File: src/rtl/cp0_pkg.sv
// Shared CP0 definitions: register addresses, field layouts, exception codes and
// the packing helpers used by both the CP0 unit and the decode stage.
package cp0_pkg;

    localparam logic [4:0] CP0_ADDR_SR    = 5'd12;
    localparam logic [4:0] CP0_ADDR_CAUSE = 5'd13;
    localparam logic [4:0] CP0_ADDR_EPC   = 5'd14;
    localparam logic [4:0] CP0_ADDR_PRID  = 5'd15;

    localparam int SR_IE_BIT      = 0;
    localparam int SR_EXL_BIT     = 1;
    localparam int SR_IM_LSB      = 10;
    localparam int CAUSE_EXC_LSB  = 2;
    localparam int CAUSE_IP_LSB   = 10;
    localparam int CAUSE_BD_BIT   = 31;

    localparam logic [4:0] EXC_INT  = 5'd0;
    localparam logic [4:0] EXC_ADEL = 5'd4;
    localparam logic [4:0] EXC_ADES = 5'd5;
    localparam logic [4:0] EXC_SYS  = 5'd8;
    localparam logic [4:0] EXC_BP   = 5'd9;
    localparam logic [4:0] EXC_RI   = 5'd10;
    localparam logic [4:0] EXC_OV   = 5'd12;

    localparam logic [31:0] EXC_ENTRY_DEFAULT = 32'h0000_4180;
    localparam logic [31:0] PRID_DEFAULT      = 32'h2024_0001;

    typedef struct packed {
        logic [5:0] im;
        logic       exl;
        logic       ie;
    } cp0_sr_t;

    typedef struct packed {
        logic       bd;
        logic [5:0] ip;
        logic [4:0] exc;
    } cp0_cause_t;

    function automatic logic [31:0] pack_sr(input cp0_sr_t sr);
        logic [31:0] v;
        v = 32'h0;
        v[SR_IM_LSB +: 6] = sr.im;
        v[SR_EXL_BIT]     = sr.exl;
        v[SR_IE_BIT]      = sr.ie;
        return v;
    endfunction

    function automatic logic [31:0] pack_cause(input cp0_cause_t c);
        logic [31:0] v;
        v = 32'h0;
        v[CAUSE_BD_BIT]        = c.bd;
        v[CAUSE_IP_LSB +: 6]   = c.ip;
        v[CAUSE_EXC_LSB +: 5]  = c.exc;
        return v;
    endfunction

endpackage

File: src/rtl/cp0_unit_int_arb.sv
// Interrupt/exception request arbitration; interrupts win over synchronous
// exceptions and nothing is requested while EXL is set.
module cp0_int_arb
    import cp0_pkg::*;
(
    input  logic [5:0] hw_int,
    input  cp0_sr_t    sr,
    input  logic [4:0] exc_code,
    output logic       int_req,
    output logic       req,
    output logic [4:0] exc_code_sel
);

    logic exc_req;

    always_comb begin
        int_req      = (|(hw_int & sr.im)) & sr.ie & ~sr.exl;
        exc_req      = (exc_code != 5'd0) & ~sr.exl;
        req          = int_req | exc_req;
        exc_code_sel = int_req ? EXC_INT : exc_code;
    end

endmodule

File: src/rtl/cp0_unit.sv
// Coprocessor-0 register file (SR, Cause, EPC, PRId) with exception entry,
// eret handling and mtc0/mfc0 access.
module cp0_unit
    import cp0_pkg::*;
#(
    parameter logic [31:0] EXC_ENTRY = EXC_ENTRY_DEFAULT,
    parameter logic [31:0] PRID_VAL  = PRID_DEFAULT
) (
    input  logic        clk,
    input  logic        reset,
    input  logic        en,
    input  logic [4:0]  cp0_addr,
    input  logic [31:0] cp0_wdata,
    output logic [31:0] cp0_rdata,
    input  logic [31:0] vpc,
    input  logic        bd_in,
    input  logic [4:0]  exc_code,
    input  logic        eret,
    input  logic [5:0]  hw_int,
    output logic        req,
    output logic [31:0] epc_out,
    output logic [31:0] entry_pc
);

    cp0_sr_t     sr_q, sr_d;
    cp0_cause_t  cause_q, cause_d;
    logic [31:0] epc_q, epc_d;

    logic        int_req;
    logic [4:0]  exc_code_sel;
    logic [31:0] victim_pc;
    logic        wr_sr, wr_epc;

    cp0_int_arb u_arb (
        .hw_int       (hw_int),
        .sr           (sr_q),
        .exc_code     (exc_code),
        .int_req      (int_req),
        .req          (req),
        .exc_code_sel (exc_code_sel)
    );

    always_comb begin
        // Exception entry owns the registers this cycle; mtc0 and eret are dropped.
        wr_sr     = en & ~req & (cp0_addr == CP0_ADDR_SR);
        wr_epc    = en & ~req & (cp0_addr == CP0_ADDR_EPC);
        victim_pc = bd_in ? (vpc - 32'd4) : vpc;

        sr_d    = sr_q;
        cause_d = cause_q;
        epc_d   = epc_q;

        cause_d.ip = hw_int;

        if (req) begin
            sr_d.exl    = 1'b1;
            cause_d.bd  = bd_in;
            cause_d.exc = exc_code_sel;
            epc_d       = {victim_pc[31:2], 2'b00};
        end else begin
            if (wr_sr) begin
                sr_d.im  = cp0_wdata[SR_IM_LSB +: 6];
                sr_d.exl = cp0_wdata[SR_EXL_BIT];
                sr_d.ie  = cp0_wdata[SR_IE_BIT];
            end
            // eret wins over the EXL bit of a simultaneous SR write.
            if (eret) begin
                sr_d.exl = 1'b0;
            end
            if (wr_epc) begin
                epc_d = cp0_wdata;
            end
        end
    end

    always_ff @(posedge clk or posedge reset) begin
        if (reset) begin
            sr_q    <= '0;
            cause_q <= '0;
            epc_q   <= '0;
        end else begin
            sr_q    <= sr_d;
            cause_q <= cause_d;
            epc_q   <= epc_d;
        end
    end

    always_comb begin
        case (cp0_addr)
            CP0_ADDR_SR:    cp0_rdata = pack_sr(sr_q);
            CP0_ADDR_CAUSE: cp0_rdata = pack_cause(cause_q);
            CP0_ADDR_EPC:   cp0_rdata = epc_q;
            CP0_ADDR_PRID:  cp0_rdata = PRID_VAL;
            default:        cp0_rdata = 32'h0;
        endcase
    end

    assign epc_out  = epc_q;
    assign entry_pc = EXC_ENTRY;

endmodule

File: config.mk
export PLATFORM = sky130hd
export DESIGN_NAME = cp0_unit
export DESIGN_NICKNAME = d
export VERILOG_FILES = /design/src/rtl/cp0_pkg.sv /design/src/rtl/cp0_unit_int_arb.sv /design/src/rtl/cp0_unit.sv
export SDC_FILE = /design/constraint.sdc
export NUM_CORES = 1
export LEC_CHECK = 0
export CAP_MARGIN = 20
export CORE_AREA = 4 4 80 138
export DETAILED_ROUTE_END_ITERATION = 6
export DIE_AREA = 0 0 84 142
export PLACE_DENSITY = 0.76
export SYNTH_ARGS = -nofsm -noshare
export SYNTH_HDL_FRONTEND = slang
export SYNTH_HIERARCHICAL = 1
export SYNTH_SLANG_ARGS = --single-unit
File: constraint.sdc
create_clock -name clk -period 2.1 [get_ports clk]
set_input_delay 0.315 -clock clk [delete_from_list [all_inputs] [get_ports clk]]
set_output_delay 0.315 -clock clk [all_outputs]
set_load 0.02 [all_outputs]
# [Yosys cells after proc, flatten, opt, wreduce, memory -nomap -nowiden]
# Cells that the tools add are included.
[word_totals] ff_bits=52 in_bits=85 output_inout_bits=97 elab_cells=35
[classes] bitwise_logic=10 addsub=1 n_eq_ne=4 mux=8 reduce_logical=5
[op_table] operator="case mux 32 bit (4 select lines)" n=1
[op_table] operator="2-to-1 mux 32 bit" n=3
[op_table] operator="subtractor 32 x 3 -> 32 bit, second input constant" n=1
[op_table] operator="equality test 5 x 4 -> 1 bit, second input constant" n=4
[op_table] operator="AND 1 bit" n=6
[op_table] operator="AND 6 bit" n=1
[op_table] operator="OR reduction 6 bit" n=1
[op_table] operator="2-to-1 mux 5 bit" n=1
[op_table] operator="nonzero test 5 bit" n=1
[op_table] operator="nonzero test 3 bit" n=1
[op_table] operator="2-to-1 mux 1 bit" n=2
[op_table] operator="2-to-1 mux 2 bit" n=1
[op_table] operator="NOT 1 bit" n=2
[op_table] operator="AND reduction 2 bit" n=1
[op_table] operator="nonzero test 2 bit" n=1
[op_table] operator="OR 1 bit" n=1

# [Logic depth before layout (Yosys ltp)]
[depth] word_depth=11 mapped_depth=9 depth_no_buf=7

# [By module]
# Netlist, hierarchy kept.
[by_module_without_submodules] mod="cp0_unit" n_inst=1 seq_area_each_um2=1301.2 cells_each=352 area_each_um2=3400.8
[by_module_without_submodules] mod="cp0_int_arb" n_inst=1 seq_area_each_um2=0.0 cells_each=13 area_each_um2=107.6

# [Worst setup path after synthesis]
# OpenSTA, ideal clock, no wires.
[synth_timing] kind="in2reg" startpoint="in exc_code[3]" endpoint="reg epc_q[9] (netlist: epc_out[9])" required_ns=1.973 n_path_buf=2 t_arrival_ns=2.243 path_slack_ns=-0.270 cell_stages=9 cell_sequence="or4_1 -> nor2_1 -> o21bai_1 -> nor2b_1 -> and2_1 -> clkbuf_1 -> buf_2 -> mux2i_1 -> mux2i_1"
[synth_via] elab_chain_cells=7
[synth_rtl] item="start: declaration" line_no="cp0_unit.sv:17" source="input logic [4:0] exc_code,"
[synth_rtl] item="nonzero test 5 bit (*)" line_no="cp0_unit_int_arb.sv:18" source="exc_req = (exc_code != 5'd0) & ~sr.exl;"
[synth_rtl] item="AND 1 bit (*)" line_no="cp0_unit_int_arb.sv:18"
[synth_rtl] item="OR 1 bit (*)" line_no="cp0_unit_int_arb.sv:19" source="req = int_req | exc_req;"
[synth_rtl] item="net req" line_no="cp0_unit.sv:20" source="output logic req,"
[synth_rtl] item="NOT 1 bit (no line)"
[synth_rtl] item="AND 1 bit (2 in series)" line_no="cp0_unit.sv:46" source="wr_epc = en & ~req & (cp0_addr == CP0_ADDR_EPC);"
[synth_rtl] item="nonzero test 2 bit (no line)"
[synth_rtl] item="end signal: assignment" line_no="cp0_unit.sv:84" source="epc_q <= epc_d;"
[synth_rtl] item="end: declaration" line_no="cp0_unit.sv:27" source="logic [31:0] epc_q, epc_d;"
# The timed path passes the listed nets; every way through them passes the cells marked *.
# A chain may end at the register's enable or synchronous reset.

# [Worst setup path in the final report]
[layout_timing] startpoint="in hw_int[3]" endpoint="out req"
[layout_via] elab_chain_cells=5
[layout_rtl] item="start: declaration" line_no="cp0_unit.sv:19" source="input logic [5:0] hw_int,"
[layout_rtl] item="AND 6 bit" line_no="cp0_unit_int_arb.sv:17" source="int_req = (|(hw_int & sr.im)) & sr.ie & ~sr.exl;"
[layout_rtl] item="OR reduction 6 bit" line_no="cp0_unit_int_arb.sv:17"
[layout_rtl] item="AND 1 bit (2 in series)" line_no="cp0_unit_int_arb.sv:17"
[layout_rtl] item="net int_req" line_no="cp0_unit.sv:29" source="logic int_req;"
[layout_rtl] item="OR 1 bit" line_no="cp0_unit_int_arb.sv:19"
[layout_rtl] item="end: declaration" line_no="cp0_unit.sv:20"
# The timed path passes the listed nets, and every way through them passes these cells.

==> reports/metrics.yaml <==
status:
  outcome: "completed"
routing:
  wl_met1_mm: 4.02
  vias: 3355
  avgViaCountPerCell: 4.90
  postRouteAntennaNets: 0
  wl_met3_um: 522
  wl_per_cell_um: 16.8
  top_layer: "met4"
  met2WireLength_mm: 6.73
  wl_mm: 11.5
  drt_first_pass_iters: 7
  drc_errors: 0
  drt_iter0_drc: 127
grt:
  grtUsageTotal: 0.185
  grt_antenna_before_repair: 0
  grt.overflow.total: 0
  grt_pass1_wl_mm: 17.7
  grt_max_degree: 53
  grt_pass1_vias: 3472
floorplanning:
  boundaryPins: 182
  dieArea_um2: 11900
  start_util: 0.356
  die_y_um: 142
  fp-row-count: 48
  dieWidth_um: 84
  core-area_um2: 9850
clock_tree:
  h-tree-depth: 2
  clockBufferDepth: 2
  cts_tree: "built"
  cts-root-buf: "clkbuf_16"
  clk_pin_slew_ns: 0.07
  cts_buffers: 5
  cts_hold_buffers: 0
  clock_sinks: 52
  clk_latency_ns: 0.29
sta:
  finalWorstSetupSlack_ns: 0.0399
  fin_crit_ns: 2.06
  finalHoldViolCount: 0
  final_max_slew_viol_count: 0
  fmaxAchievable_mhz: 485
  post-route-period-util: 0.981
  skew_ns: 0.00693
  finalSetupViolCount: 0
placed_design:
  pre_cts_ws_ns: -0.437
  place_hpwl_mm: 9.25
  postPlaceCellArea_um2: 5410
  post-place-cells: 672
  io_buffer_count: 147
  globalplace.congestion: 0.803
power_and_ir_drop:
  p_per_area_nw_per_um2: 901
  irDropWorstVdd_mv: 0.572
  p_leak_nw: 2.47
final_layout:
  drive_above_1_share: 0.210
  fillCellCount: 908
  multiInputGateArea_um2: 2030
  nNetsFinal: 643
  ff_latch_area_um2: 1300
  design_area_um2: 5650
  fin_cells: 684
  syn2layout_area_growth_pct: 61.0
synth:
  ys_ff_latch: 52
  avgSynthCellArea_um2: 9.61
  synth_largest_area_cell: "dfrtp_1"
  synth_cell_types: 45
  seq_area_frac_synth: 0.371
  synth_edf_count: 0
  syn_inst: 365
  yosys_warnings: 6
  syn_area_um2: 3510
  yosys_most_used_dff: "dfrtp_1"
  synth_top_area_frac: 0.371
  synthArstFlopShare: 1.00
  synth.top_cells.by_area: "dfrtp_1 37%, mux2_1 7.4%, buf_4 6.8%, xor2_1 5.7%, mux2i_1 4.3%"
flow_run:
  drv_cap: 0
worst_setup_path:
  critPathLaunchType: "primary input"
  cp_max_fo: 4
  slowest_stage: "clkdlybuf4s50_1"
  critPathMostFrequentCell: "buf_4"
  cp_cell_sequence: "clkdlybuf4s50_1 -> a22oi_2 -> a311oi_4 -> o21bai_4 -> buf_4 -> buf_4"
  cp_data_arrival_time_ns: 1.75
  critical-path-max-stage-delay_ns: 0.50
  end_kind: "output port"
  timing_worst_setup_path_type: "in2out"
  worstPathRequired_ns: 1.78
worst_hold_path:
  hold_class: "in2reg"
-- final timing paths --
| check | startpoint | endpoint | slack (ns) | cells past startpoint |
|---|---|---|---|---|
| max | hw_int[3] | req | 0.04 | 6 |
| min | hw_int[4] | cause_q[9] | 0.24 | 1 |
| max reg2reg | sr_q[3] | sr_q[3] | 0.13 | 9 |
| min reg2reg | cause_q[4] | cause_q[4] | 0.49 | 1 |
| max in group asynchronous | reset | epc_out[5] | 1.45 | 3 |
| min in group asynchronous | reset | cause_q[9] | 0.39 | 3 |
-- logic make-up (layout without fill, tap and decap cells) --
group           count (synthesis)  in the layout  share of synthesized area
flops                          52             52                      0.371
xor+xnor                       27             27                     0.0674
fa+ha+maj                       1              1                    0.00357
simple gates                  123            123                      0.206
mux                            44             44                      0.136
compound gates                 57             57                      0.113
other cells                     2             33                    0.00214
buf+inv                        59            222                      0.101
-- power by group --
group | switching, mW | internal [mW] | total [mW]
registers | 0.335 | 1.40 | 1.74
clock network | 0.379 | 0.568 | 0.947
logic | 1.22 | 1.18 | 2.41
-- cells in the mapped netlist, types with 7 or more instances --
library cell,number
a21oi_1,18
inv_1,11
clkbuf_1,9
xor2_1,23
o21ai_1,10
mux2i_1,15
buf_4,32
a22o_1,7
nor2b_1,10
and2_1,18
nand2_1,18
mux2_1,23
nand3_1,7
nor2_1,34
dfrtp_1,52
-- layout by cell type (no fill, tap or decap), types with 2 or more instances in the layout --
master | netlist | routed
clkdlybuf4s50_1 | 0 | 103
dfrtp_1 | 52 | 52
buf_4 | 32 | 49
nor2_1 | 34 | 32
conb_1 | 2 | 32
xor2_1 | 23 | 23
mux2_1 | 23 | 23
a21oi_1 | 18 | 18
clkdlybuf4s15_2 | 0 | 18
nand2_1 | 18 | 17
and2_1 | 18 | 17
mux2i_1 | 15 | 14
inv_1 | 11 | 10
o21ai_1 | 10 | 10
nor2b_1 | 10 | 9
dlygate4sd2_1 | 0 | 8
nand3_1 | 7 | 7
a22o_1 | 7 | 7
dlymetal6s2s_1 | 0 | 7
mux2_2 | 6 | 6
a222oi_1 | 6 | 6
nand4_1 | 6 | 6
buf_2 | 5 | 6
buf_6 | 1 | 6
nand4b_1 | 5 | 5
a22oi_1 | 6 | 5
nor4_1 | 5 | 5
clkbuf_16 | 0 | 5
o21ai_0 | 4 | 4
xnor2_1 | 4 | 4
buf_12 | 0 | 4
nand3b_1 | 3 | 3
or3_1 | 3 | 3
nor4b_1 | 2 | 2
nor3b_2 | 0 | 2
or4_4 | 1 | 2
nor4b_4 | 2 | 2
a22oi_2 | 1 | 2
-- layout make-up --
| cell class | instances | area share |
|---|---|---|
| inverters | 11 | 0.00731 |
| flip-flops and latches | 52 | 0.230 |
| clock buffers | 6 | 0.0228 |
| multi-input cells | 284 | 0.359 |
| well taps | 125 | 0.0277 |
| repair buffers | 203 | 0.346 |
| diodes | 1 | 0.000443 |
| clock inverters | 2 | 0.00687 |
-- state kept, by name (all words and copies together), names as in the netlist --
name	flops
cause_q	12
sr_q	8
epc_out	32
-- critical path: cells and delay by family --
family / cells / cell delay (ns)
buf+inv: 3 / 0.77
compound gates: 3 / 0.67
-- metal layers --
| metal | global-route usage | up-vias |
|---|---|---|
| met5 | 0 | - |
| met4 | 0.0720 | 0 |
| met3 | 0.0249 | 15 |
| met2 | 0.376 | 125 |
| met1 | 0.186 | 1605 |
| li1 | - | 1610 |
-- repair_timing --
| action | in CTS | in global routing |
|---|---|---|
| pin swaps | 3 | 11 |
| endpoints found under the setup margin | 52 | 54 |
| setup buffers | 2 | 1 |
| resized for setup | 108 | 20 |
-- per-stage QoR --
step / power, mW / hold slack, ns / util / setup TNS, ns
finish: 5.09 / 0.244 / 0.573 / 0
CTS: 5.11 / 0.294 / 0.568 / -0.0215
detailed placement: 4.15 / 0.476 / 0.549 / -25.04
global placement: 4.09 / 0.467 / 0.549 / -21.56
global route: 5.38 / 0.232 / 0.573 / -0.0212
floorplan: 3.02 / 0.346 / - / 0
Note: power is estimated with default switching activity, not from simulation.
